`src/rtl/alu_mul_sequencer.sv`:
```
// -----------------------------------------------------------------------------
// alu_mul_sequencer
//
// Multi-cycle 16-bit shift-add multiplier that performs no arithmetic of its
// own. Every addition is issued to the shared Hack ALU, one operation per cycle:
//   ADD : acc   <= acc + mcand   (taken only when the current multiplier bit is 1)
//   DBL : mcand <= mcand + mcand (always taken; the multiplier also shifts right)
// The product is the low WIDTH bits with two's-complement wrap. Because of the
// wrap, the signed and unsigned interpretations of the product agree.
//
// Ports
//   clk       in   system clock; all state changes on the rising edge
//   reset_n   in   asynchronous active-low reset; aborts any operation in flight
//   start     in   request; sampled only in IDLE or DONE
//   a         in   multiplicand, captured when a start is accepted
//   b         in   multiplier, captured when a start is accepted
//   busy      out  high while in LOAD/ADD/DBL (registered)
//   done      out  one-cycle pulse; product is valid in the same cycle (registered)
//   product   out  result; held until the next operation completes (registered)
//   alu_x     out  ALU x operand (decoded from state and registers)
//   alu_y     out  ALU y operand (decoded from state and registers)
//   alu_ctrl  out  ALU control {zx,nx,zy,ny,f,no}
//   alu_out   in   ALU result; combinational, valid in the same cycle
//
// Parameters
//   WIDTH       operand/product width; only 16 is supported
//   EARLY_EXIT  1: finish once the remaining multiplier bits are all zero
//               0: always process all WIDTH multiplier bits
// -----------------------------------------------------------------------------
module alu_mul_sequencer #(
    parameter int WIDTH      = 16,
    parameter bit EARLY_EXIT = 1'b1
) (
    input  logic             clk,
    input  logic             reset_n,
    input  logic             start,
    input  logic [WIDTH-1:0] a,
    input  logic [WIDTH-1:0] b,
    output logic             busy,
    output logic             done,
    output logic [WIDTH-1:0] product,
    output logic [WIDTH-1:0] alu_x,
    output logic [WIDTH-1:0] alu_y,
    output logic [5:0]       alu_ctrl,
    input  logic [WIDTH-1:0] alu_out
);

    typedef enum logic [2:0] {
        S_IDLE,
        S_LOAD,
        S_ADD,
        S_DBL,
        S_DONE
    } state_t;

    // Hack ALU encodings: {zx,nx,zy,ny,f,no}
    localparam logic [5:0] CTRL_ZERO = 6'b101010;  // constant 0
    localparam logic [5:0] CTRL_ADD  = 6'b000010;  // x + y

    localparam logic [4:0] LAST_BIT = 5'(WIDTH - 1);

    state_t           r_state;
    logic [WIDTH-1:0] r_acc;
    logic [WIDTH-1:0] r_mcand;
    logic [WIDTH-1:0] r_mplr;
    logic [4:0]       r_bitcnt;
    logic             r_busy;
    logic             r_done;
    logic [WIDTH-1:0] r_product;

    logic [WIDTH-1:0] w_mplr_shr;
    logic             w_dbl_last;

    assign busy    = r_busy;
    assign done    = r_done;
    assign product = r_product;

    // Multiplier as it will be after the current DBL; when it is all zero no
    // further ADD can occur, so the loop may stop early.
    assign w_mplr_shr = r_mplr >> 1;
    assign w_dbl_last = (r_bitcnt == LAST_BIT) || (EARLY_EXIT && (w_mplr_shr == '0));

    // ALU drive decodes straight from state so the op lands in the same cycle
    // as the state that owns it.
    // NOTE: every output gets a default before the case; a path that leaves
    // one unassigned would infer a latch.
    always_comb begin
        alu_x    = '0;
        alu_y    = '0;
        alu_ctrl = CTRL_ZERO;
        case (r_state)
            S_ADD: begin
                alu_x    = r_acc;
                alu_y    = r_mcand;
                alu_ctrl = CTRL_ADD;
            end
            S_DBL: begin
                alu_x    = r_mcand;
                alu_y    = r_mcand;
                alu_ctrl = CTRL_ADD;
            end
            default: ;
        endcase
    end

    // NOTE: all state, including registered outputs, uses non-blocking
    // assignments so every register samples pre-edge values.
    always_ff @(posedge clk or negedge reset_n) begin
        if (!reset_n) begin
            r_state   <= S_IDLE;
            r_acc     <= '0;
            r_mcand   <= '0;
            r_mplr    <= '0;
            r_bitcnt  <= '0;
            r_busy    <= 1'b0;
            r_done    <= 1'b0;
            r_product <= '0;
        end else begin
            r_done <= 1'b0;
            case (r_state)
                S_IDLE, S_DONE: begin
                    if (start) begin
                        r_state  <= S_LOAD;
                        r_busy   <= 1'b1;
                        r_acc    <= '0;
                        r_mcand  <= a;
                        r_mplr   <= b;
                        r_bitcnt <= '0;
                    end else begin
                        r_state <= S_IDLE;
                        r_busy  <= 1'b0;
                    end
                end

                S_LOAD: begin
                    if (EARLY_EXIT && (r_mplr == '0)) begin
                        r_state   <= S_DONE;
                        r_busy    <= 1'b0;
                        r_done    <= 1'b1;
                        r_product <= r_acc;
                    end else if (r_mplr[0]) begin
                        r_state <= S_ADD;
                    end else begin
                        r_state <= S_DBL;
                    end
                end

                S_ADD: begin
                    r_acc   <= alu_out;
                    r_state <= S_DBL;
                end

                S_DBL: begin
                    r_mcand  <= alu_out;
                    r_mplr   <= w_mplr_shr;
                    r_bitcnt <= r_bitcnt + 5'd1;
                    if (w_dbl_last) begin
                        // Any ADD for this operation already happened, so acc
                        // holds the final product.
                        r_state   <= S_DONE;
                        r_busy    <= 1'b0;
                        r_done    <= 1'b1;
                        r_product <= r_acc;
                    end else if (r_mplr[1]) begin
                        r_state <= S_ADD;
                    end else begin
                        r_state <= S_DBL;
                    end
                end

                default: begin
                    r_state <= S_IDLE;
                    r_busy  <= 1'b0;
                end
            endcase
        end
    end

endmodule

```
`config.mk`:
```
export PLATFORM = sky130hd
export DESIGN_NAME = alu_mul_sequencer
export DESIGN_NICKNAME = d
export VERILOG_FILES = /design/src/rtl/alu_mul_sequencer.sv
export SDC_FILE = /design/constraint.sdc
export NUM_CORES = 1
export LEC_CHECK = 0
export CAP_MARGIN = 20
export CELL_PAD_IN_SITES_DETAIL_PLACEMENT = 0
export CELL_PAD_IN_SITES_GLOBAL_PLACEMENT = 1
export CORE_MARGIN = 3
export CORE_UTILIZATION = 25
export CTS_BUF_LIST = sky130_fd_sc_hd__clkbuf_2 sky130_fd_sc_hd__clkbuf_4 sky130_fd_sc_hd__clkbuf_8
export CTS_CLUSTER_DIAMETER = 40
export DETAILED_ROUTE_END_ITERATION = 8
export PLACE_DENSITY_LB_ADDON = 0.1
export SLEW_MARGIN = 0
export SYNTH_ARGS = -nofsm -noshare
export SYNTH_HDL_FRONTEND = slang
export SYNTH_SLANG_ARGS = --single-unit
```
`constraint.sdc`:
```
create_clock -name clk -period 4.8 [get_ports clk]
set_input_delay 0.96 -clock clk [delete_from_list [all_inputs] [get_ports clk]]
set_output_delay 0.96 -clock clk [all_outputs]
set_load 0.02 [all_outputs]
```
## Word level (Yosys, flattened, before mapping)

Cells that the tools add are included.

| storage, ports and cells | value |
|---|---|
| output and inout port bits | 56 |
| bits in registers | 74 |
| logic and storage cells | 58 |

| operators by class | value |
|---|---|
| add/subtract/negate cells | 1 |
| bitwise operators | 1 |
| eq/ne operators | 8 |
| muxes and demuxes | 27 |
| reduce and logical (&&, ||, !) cells | 13 |

Operator list:

| operator | count |
|---|---|
| $pmux 16 s2 | 5 |
| $mux 16 | 6 |
| $logic_not 16->1 | 2 |
| $pmux 3 s4 | 1 |
| $pmux 5 s2 | 1 |
| $mux 1 | 8 |
| $eq 3x2->1 const B | 2 |
| $mux 3 | 2 |
| $mux 6 | 1 |
| $ne 2x2->1 const B | 3 |
| $reduce_and 3->1 | 2 |
| $reduce_bool 2->1 | 3 |
| $add 5x1->5 const B | 1 |
| $eq 5x4->1 const B | 1 |
| $mux 5 | 1 |
| $pmux 1 s4 | 1 |
| $reduce_and 2->1 | 2 |
| $reduce_or 2->1 | 2 |
| $eq 3x1->1 const B | 1 |
| $eq 3x3->1 const B | 1 |
| $logic_not 3->1 | 1 |
| $pmux 1 s2 | 1 |
| $logic_or 1x1->1 | 1 |
| $not 1->1 | 1 |

## Depth between registers and ports, before layout

Gate-level depths: netlist of the first run.

| logic depth | value |
|---|---|
| depth after elaboration | 4 |
| depth in mapped cells | 7 |
| gate-level depth less buffers | 6 |

## Worst setup path after synthesis of the first run

OpenSTA, ideal clock, no wires.

| path | value |
|---|---|
| path kind | register -> output |
| start | register r_state[1] |
| end | output alu_x[0] |
| data arrival time | 1.578 ns |
| data required time | 3.840 ns |
| setup slack | 2.262 ns |
| buffers on the path | 1 |
| cell stages (with the launch flop) | 5 |
| path through | dfrtp_1 > nor2b_1 > clkinv_1 > buf_1 > nor2_1 |

| on the way | value |
|---|---|
| word-level cells in the longest chain between the ends | 2 |
| elaborated cells between the ends (all ways) | 3 |

RTL lines:

| element | line | source |
|---|---|---|
| start: declaration | 62 | `state_t r_state;` |
| start signal: assignment | 110 | `r_state <= S_IDLE;` |
| start signal: assignment | 123 | `r_state <= S_LOAD;` |
| start signal: assignment | 130 | `r_state <= S_IDLE;` |
| $eq 3x2->1 | 91 | `case (r_state)` |
| $pmux 16 s2 (*) | 91 |  |
| end: declaration | 42 | `output logic [WIDTH-1:0] alu_x,` |

Mark *: on every way between the ends. The rest lies on a longest branch, timed or not.

## Worst setup path in the final report of the first run

| path | value |
|---|---|
| start | register r_state[1] |
| end | output alu_x[5] |

The elaborated chain is that of the path after synthesis.

==> flow_metrics.tcl, run 1 <==
set metrics [dict create \
    grt_overflow_total 0 \
    core_region_area_mm2 0.0153 \
    cp.required_ns 3.84 \
    grt_max_degree 75 \
    syn_area_per_cell_um2 9.70 \
    reg2regPathDepth 6 \
    gr-usage-all-layers 0.149 \
    clock_sinks 74 \
    cts_htree_levels 3 \
    layout-drive-gt1-share 0.0622 \
    placed_cell_area_mm2 0.00515 \
    p_comb_frac 0.532 \
    criticalPathCategory "reg -> out" \
    die_h_um 132 \
    timing.setup.tns_ns 0 \
    start_util 0.257 \
    post-route-period-util 0.786 \
    wl_per_cell_um 17.6 \
    synthArstFlopShare 1.00 \
    cts.clk_slew.worst_paths_ns 0.08 \
    root_buffer "clkbuf_8" \
    p_per_area_mw_per_mm2 641 \
    critPathArrivalTime_ns 2.81 \
    synthCells 406 \
    drv_cap 0 \
    first_iter_violations 204 \
    cts_resized 0 \
    area_delta_synth_final_pct 35.8 \
    max_slew_margin 0.329 \
    synth.distinct_cells 39 \
    antenna_left 0 \
    vias_per_cell 4.68 \
    cp_slowest_cell "dfrtp_1" \
    setup_viol 0 \
    synthTopCellsByCount "dfrtp_1, nand2_1, mux2i_1" \
    ys_top_cells_by_area "dfrtp_1, mux2i_1, nand2_1, o21ai_0, a22o_1" \
    diodes 0 \
    finalWirelength_um 12500 \
    clk_latency_ns 0.36 \
    vias 3320 \
    vdd_drop_max_uv 198 \
    ys_warn_count 0 \
    synth.top_cell.area_share 0.470 \
    p_switching_mw 1.52 \
    yosysMostFrequentCell "dfrtp_1" \
    stdcell_area_mm2 0.00535 \
    cts_made_buffers 9 \
    rsz0062_at_grt "no" \
    cp-end-kind "output port" \
    antenna_found_initial 0 \
    hold_buffers 0 \
    seqPwrFrac 0.331 \
    path_cells "nor2b_1 > clkinv_1 > nor2_1 > clkdlybuf4s50_1" \
    finalClockSkew_ns 0.00767 \
    fmax_ghz 0.265 \
    n_fill_cell 1601 \
    synth-edff-count 0 \
    worst_slew_pin_slew_ns 0.999 \
    die_area_mm2 0.0173 \
    pin_count 107 \
    p_clk_frac 0.138 \
    yosysSeqAreaShare 0.470 \
    ys.flop_type "dfrtp_1" \
    seqCellArea_mm2 0.00185 \
    status "finished, final reports clean" \
    drc 0 \
    hp-class "reg -> reg" \
    grt_first_pass_wirelength_um 20300 \
    period_needed_ns 3.77 \
    synth.ff_latch_count 74 \
    power_mw 3.43 \
    port_buffers 102 \
    syn-cell-area_mm2 0.00394 \
    maxSlewViolCount 0 \
    hpwl_um 8790 \
    post_cts_buffers 0 \
    grt_pass1_vias 3412 \
    internal_power_mw 1.91 \
    drt_first_pass_iters 4 \
    rows 45 \
    gp_congestion 0.722 \
    cts_tree "done" \
    fp.dieW_um 132 \
    multi_input_area_mm2 0.00192 \
    hold_depth 2 \
    nets 547 \
    swShare 0.444 \
    clk_path_buf_depth 2 \
    worstSetupStartpointType "flop" \
    hold_violations 0 \
    p_leak_nw 2.19 \
    path_max_fanout 24 \
    max_stage_delay_ns 0.74 \
    synth_top_area_cell "dfrtp_1" \
]
through the flow:
step | worst slack [ns] | std cells | utilization | hold slack, ns
6_report | 1.03 | 709 | 0.349 | 0.479
5_1_grt | 0.750 | 709 | 0.349 | 0.539
4_1_cts | 0.968 | 708 | 0.349 | 0.488
3_5_place_dp | 1.40 | 693 | 0.336 | 0.470
3_3_place_gp | 1.36 | 690 | 0.334 | 0.467
2_1_floorplan | 2.26 | 408 | - | 0.450
critical path, delay by kind of cell, from the launching register on:
family / cells / cell delay, ns
simple gates: 2 / 0.55
buf+inv: 2 / 1.16
flops: 1 / 0.74
flip-flops by register name, indices dropped and copies added, names as in the netlist:
| name | cells |
|---|---|
| product | 16 |
| r_mplr | 16 |
| busy | 1 |
| done | 1 |
| r_acc | 16 |
| r_bitcnt | 5 |
| r_mcand | 16 |
| r_state | 3 |
final timing paths:
| kind | startpoint | end | slack [ns] |
|---|---|---|---|
| setup / recovery | r_state[1] | alu_x[5] | 1.03 |
| hold / removal | r_bitcnt[4] | r_bitcnt[4] | 0.48 |
| setup reg to reg | r_state[0] | busy | 2.05 |
| hold reg to reg | r_bitcnt[4] | r_bitcnt[4] | 0.48 |
| max in group asynchronous | reset_n | r_state[1] | 3.41 |
| min in group asynchronous | reset_n | product[10] | 0.74 |
metal layers:
layer  global-route usage  vias to the layer above  routed length [um]
li1                     -                     1635                   -
met1                0.206                     1619                5960
met2                0.235                       62                6010
met3               0.0425                        4                 406
met4               0.0263                        0                  72
met5                    0                        -                   0
power by group through the flow:
stage,sequential [mW],clock [mW],combinational (mW)
2_1_floorplan,1.03,0,1.18
6_report,1.13,0.471,1.82
3_3_place_gp,1.16,0,1.80
5_1_grt,1.18,0.525,2.01
4_1_cts,1.14,0.501,1.86
3_5_place_dp,1.14,0,1.85
cells by family (layout without fill, tap and decap cells):
logic type / Yosys count / after routing / share of synthesized area
multiplexers: 47 / 47 / 0.119
AO/OA/AOI/OAI: 96 / 96 / 0.151
buffers and inverters: 39 / 129 / 0.0467
XOR/XNOR: 1 / 1 / 0.00222
adder cells (fa/ha/maj): 2 / 2 / 0.00635
AND/OR/NAND/NOR: 145 / 145 / 0.202
flip-flops: 74 / 74 / 0.470
other: 2 / 4 / 0.00191
cells in the final DEF, fill, tap and decap left out, types with 17 or more instances in the layout:
cell type	n
dfrtp_1	74
mux2i_1	47
a21oi_1	20
a22o_1	17
nand2_1	53
and2_1	17
clkdlybuf4s50_1	101
o21ai_0	36
nor2_1	25
final cells by class:
cell class,instances,share of cell area
multi-input cells,295,0.359
repair buffers,110,0.207
well taps,211,0.0494
clock inverters,2,0.00187
flip-flops and latches,74,0.346
clock buffers,13,0.0335
inverters,4,0.00281
No activity file was read; power rests on OpenSTA's default activity.
==> run 2: changes to the inputs <==
==> constraint.sdc (replaced) <==
create_clock -name clk -period 3.7 [get_ports clk]
set_input_delay 0.74 -clock clk [delete_from_list [all_inputs] [get_ports clk]]
set_output_delay 0.74 -clock clk [all_outputs]
set_load 0.02 [all_outputs]
==> run 2 against run 1 <==
Die area unchanged. Sequential share of layout area down 0.61 points. Worst hold slack worse by 0.30 ns. Clock-buffer cell count down 2.
==> flow_metrics.tcl, run 2 (synthesis gave the netlist of run 1 again) <==
set metrics [dict create \
    post-place-cells 696 \
    layout_common_cells "clkdlybuf4s50_1, dfrtp_1, nand2_1, mux2i_1, o21ai_0" \
    criticalPathCategory "reg -> out" \
    hold_violations 0 \
    cts_htree_levels 3 \
    max_slew_margin 0.279 \
    grtUsageMet1 0.208 \
    worst_slew_pin_slew_ns 1.07 \
    post_cts_buffers 0 \
    first_iter_violations 259 \
    maxSlewViolCount 0 \
    grt_pass1_vias 3430 \
    clk_path_buf_depth 2 \
    grt_max_degree 75 \
    hp-class "in -> async" \
    cts_tree "done" \
    vias_per_cell 4.70 \
    cts_resized 0 \
    die_area_mm2 0.0173 \
    finalWirelength_um 12800 \
    worstSetupStartpointType "flop" \
    antenna_left 0 \
    diodes 0 \
    use_met2 0.236 \
    gr-max-usage-layer "met2" \
    rows 45 \
    holdWs_ns 0.183 \
    pin_count 107 \
    rsz0062_at_grt "no" \
    area_delta_synth_final_pct 38.2 \
    wl_per_cell_um 18.0 \
    gp_congestion 0.759 \
    critPathArrivalTime_ns 2.55 \
    n_fill_cell 1599 \
    root_buffer "clkbuf_8" \
    cts_made_buffers 9 \
    use_met3 0.0417 \
    post-route-period-util 0.890 \
    p_per_area_mw_per_mm2 868 \
    cp-end-kind "output port" \
    vdd_drop_max_uv 346 \
    nets 550 \
    cp.required_ns 2.96 \
    p_leak_nw 2.24 \
    core_region_area_mm2 0.0153 \
    grt_first_pass_wirelength_um 20600 \
    start_util 0.257 \
    vias 3353 \
    power_mw 4.72 \
    layout-drive-gt1-share 0.0697 \
    pre_cts_slack_ns 0.764 \
    finalClockSkew_ns 0.0144 \
    drv_cap 0 \
    seqCellArea_mm2 0.00185 \
    cts.clk_slew.worst_paths_ns 0.09 \
    drc 0 \
    clock_sinks 74 \
    setup_ws_ns 0.407 \
    antenna_found_initial 0 \
    status "finished, final reports clean" \
    final_common_cell "clkdlybuf4s50_1" \
    period_needed_ns 3.29 \
    setup_viol 0 \
    drt_first_pass_iters 6 \
    fin_cells 713 \
    hold_buffers 0 \
    path_max_fanout 18 \
    clk_latency_ns 0.37 \
    gr-usage-all-layers 0.151 \
    fmax_ghz 0.304 \
    multi_input_area_mm2 0.00192 \
    fp.dieW_um 132 \
    port_buffers 102 \
    die_h_um 132 \
    grt_overflow_total 0 \
    hpwl_um 8880 \
    timing.setup.tns_ns 0 \
]
[run 2: changes by cell type in the layout (fill, tap and decap cells not counted)]
cell	change
clkinv_2	-1
buf_16	+1
bufinv_16	+4
buf_4	+6
buf_12	-1
clkbuf_4	+1
clkbuf_8	-3
buf_8	-1
buf_6	-2
[run 2: power by group]
group,internal (mW),switching (mW)
sequential,1.11,0.319
combinational,1.05,1.38
clock,0.542,0.326
total,2.70,2.02
[run 2: layer usage]
layer	wire (um)	up-vias
li1	-	1642
met1	6120	1632
met2	6040	69
met3	452	10
met4	198	0
met5	0	-
[run 2: layout make-up]
type,count,share of cell area
multi-input combinational,295,0.353
sequential,74,0.340
timing repair buffer,113,0.206
tap,211,0.0485
clock buffer,11,0.0267
clock inverter,5,0.0230
inverter,4,0.00276
[run 2: critical path, stage by stage, from the launching register on]
cell and delay [ns]:
dfrtp_1 0.43, nor2b_1 0.12, buf_4 0.21, clkinv_1 0.47, nor2_1 0.30, clkdlybuf4s50_1 0.66
[run 2: worst paths after layout]
check                             from           to  slack, ns  cells past startpoint
max                         r_state[2]     alu_x[5]       0.41                      5
min reg2reg                r_bitcnt[4]  r_bitcnt[4]       0.50                      2
min in group clk           r_bitcnt[4]  r_bitcnt[4]       0.50                      2
max in group asynchronous      reset_n   product[2]       2.94                      2
min                            reset_n  product[13]       0.18                      1
max reg2reg                 r_state[0]   product[5]       1.32                      6
[run 2: per-stage QoR]
step / util / instance area, um2
2_1_floorplan: - / 3950
3_3_place_gp: 0.336 / 5150
3_5_place_dp: 0.336 / 5150
4_1_cts: 0.354 / 5420
5_1_grt: 0.355 / 5440
6_report: 0.355 / 5440
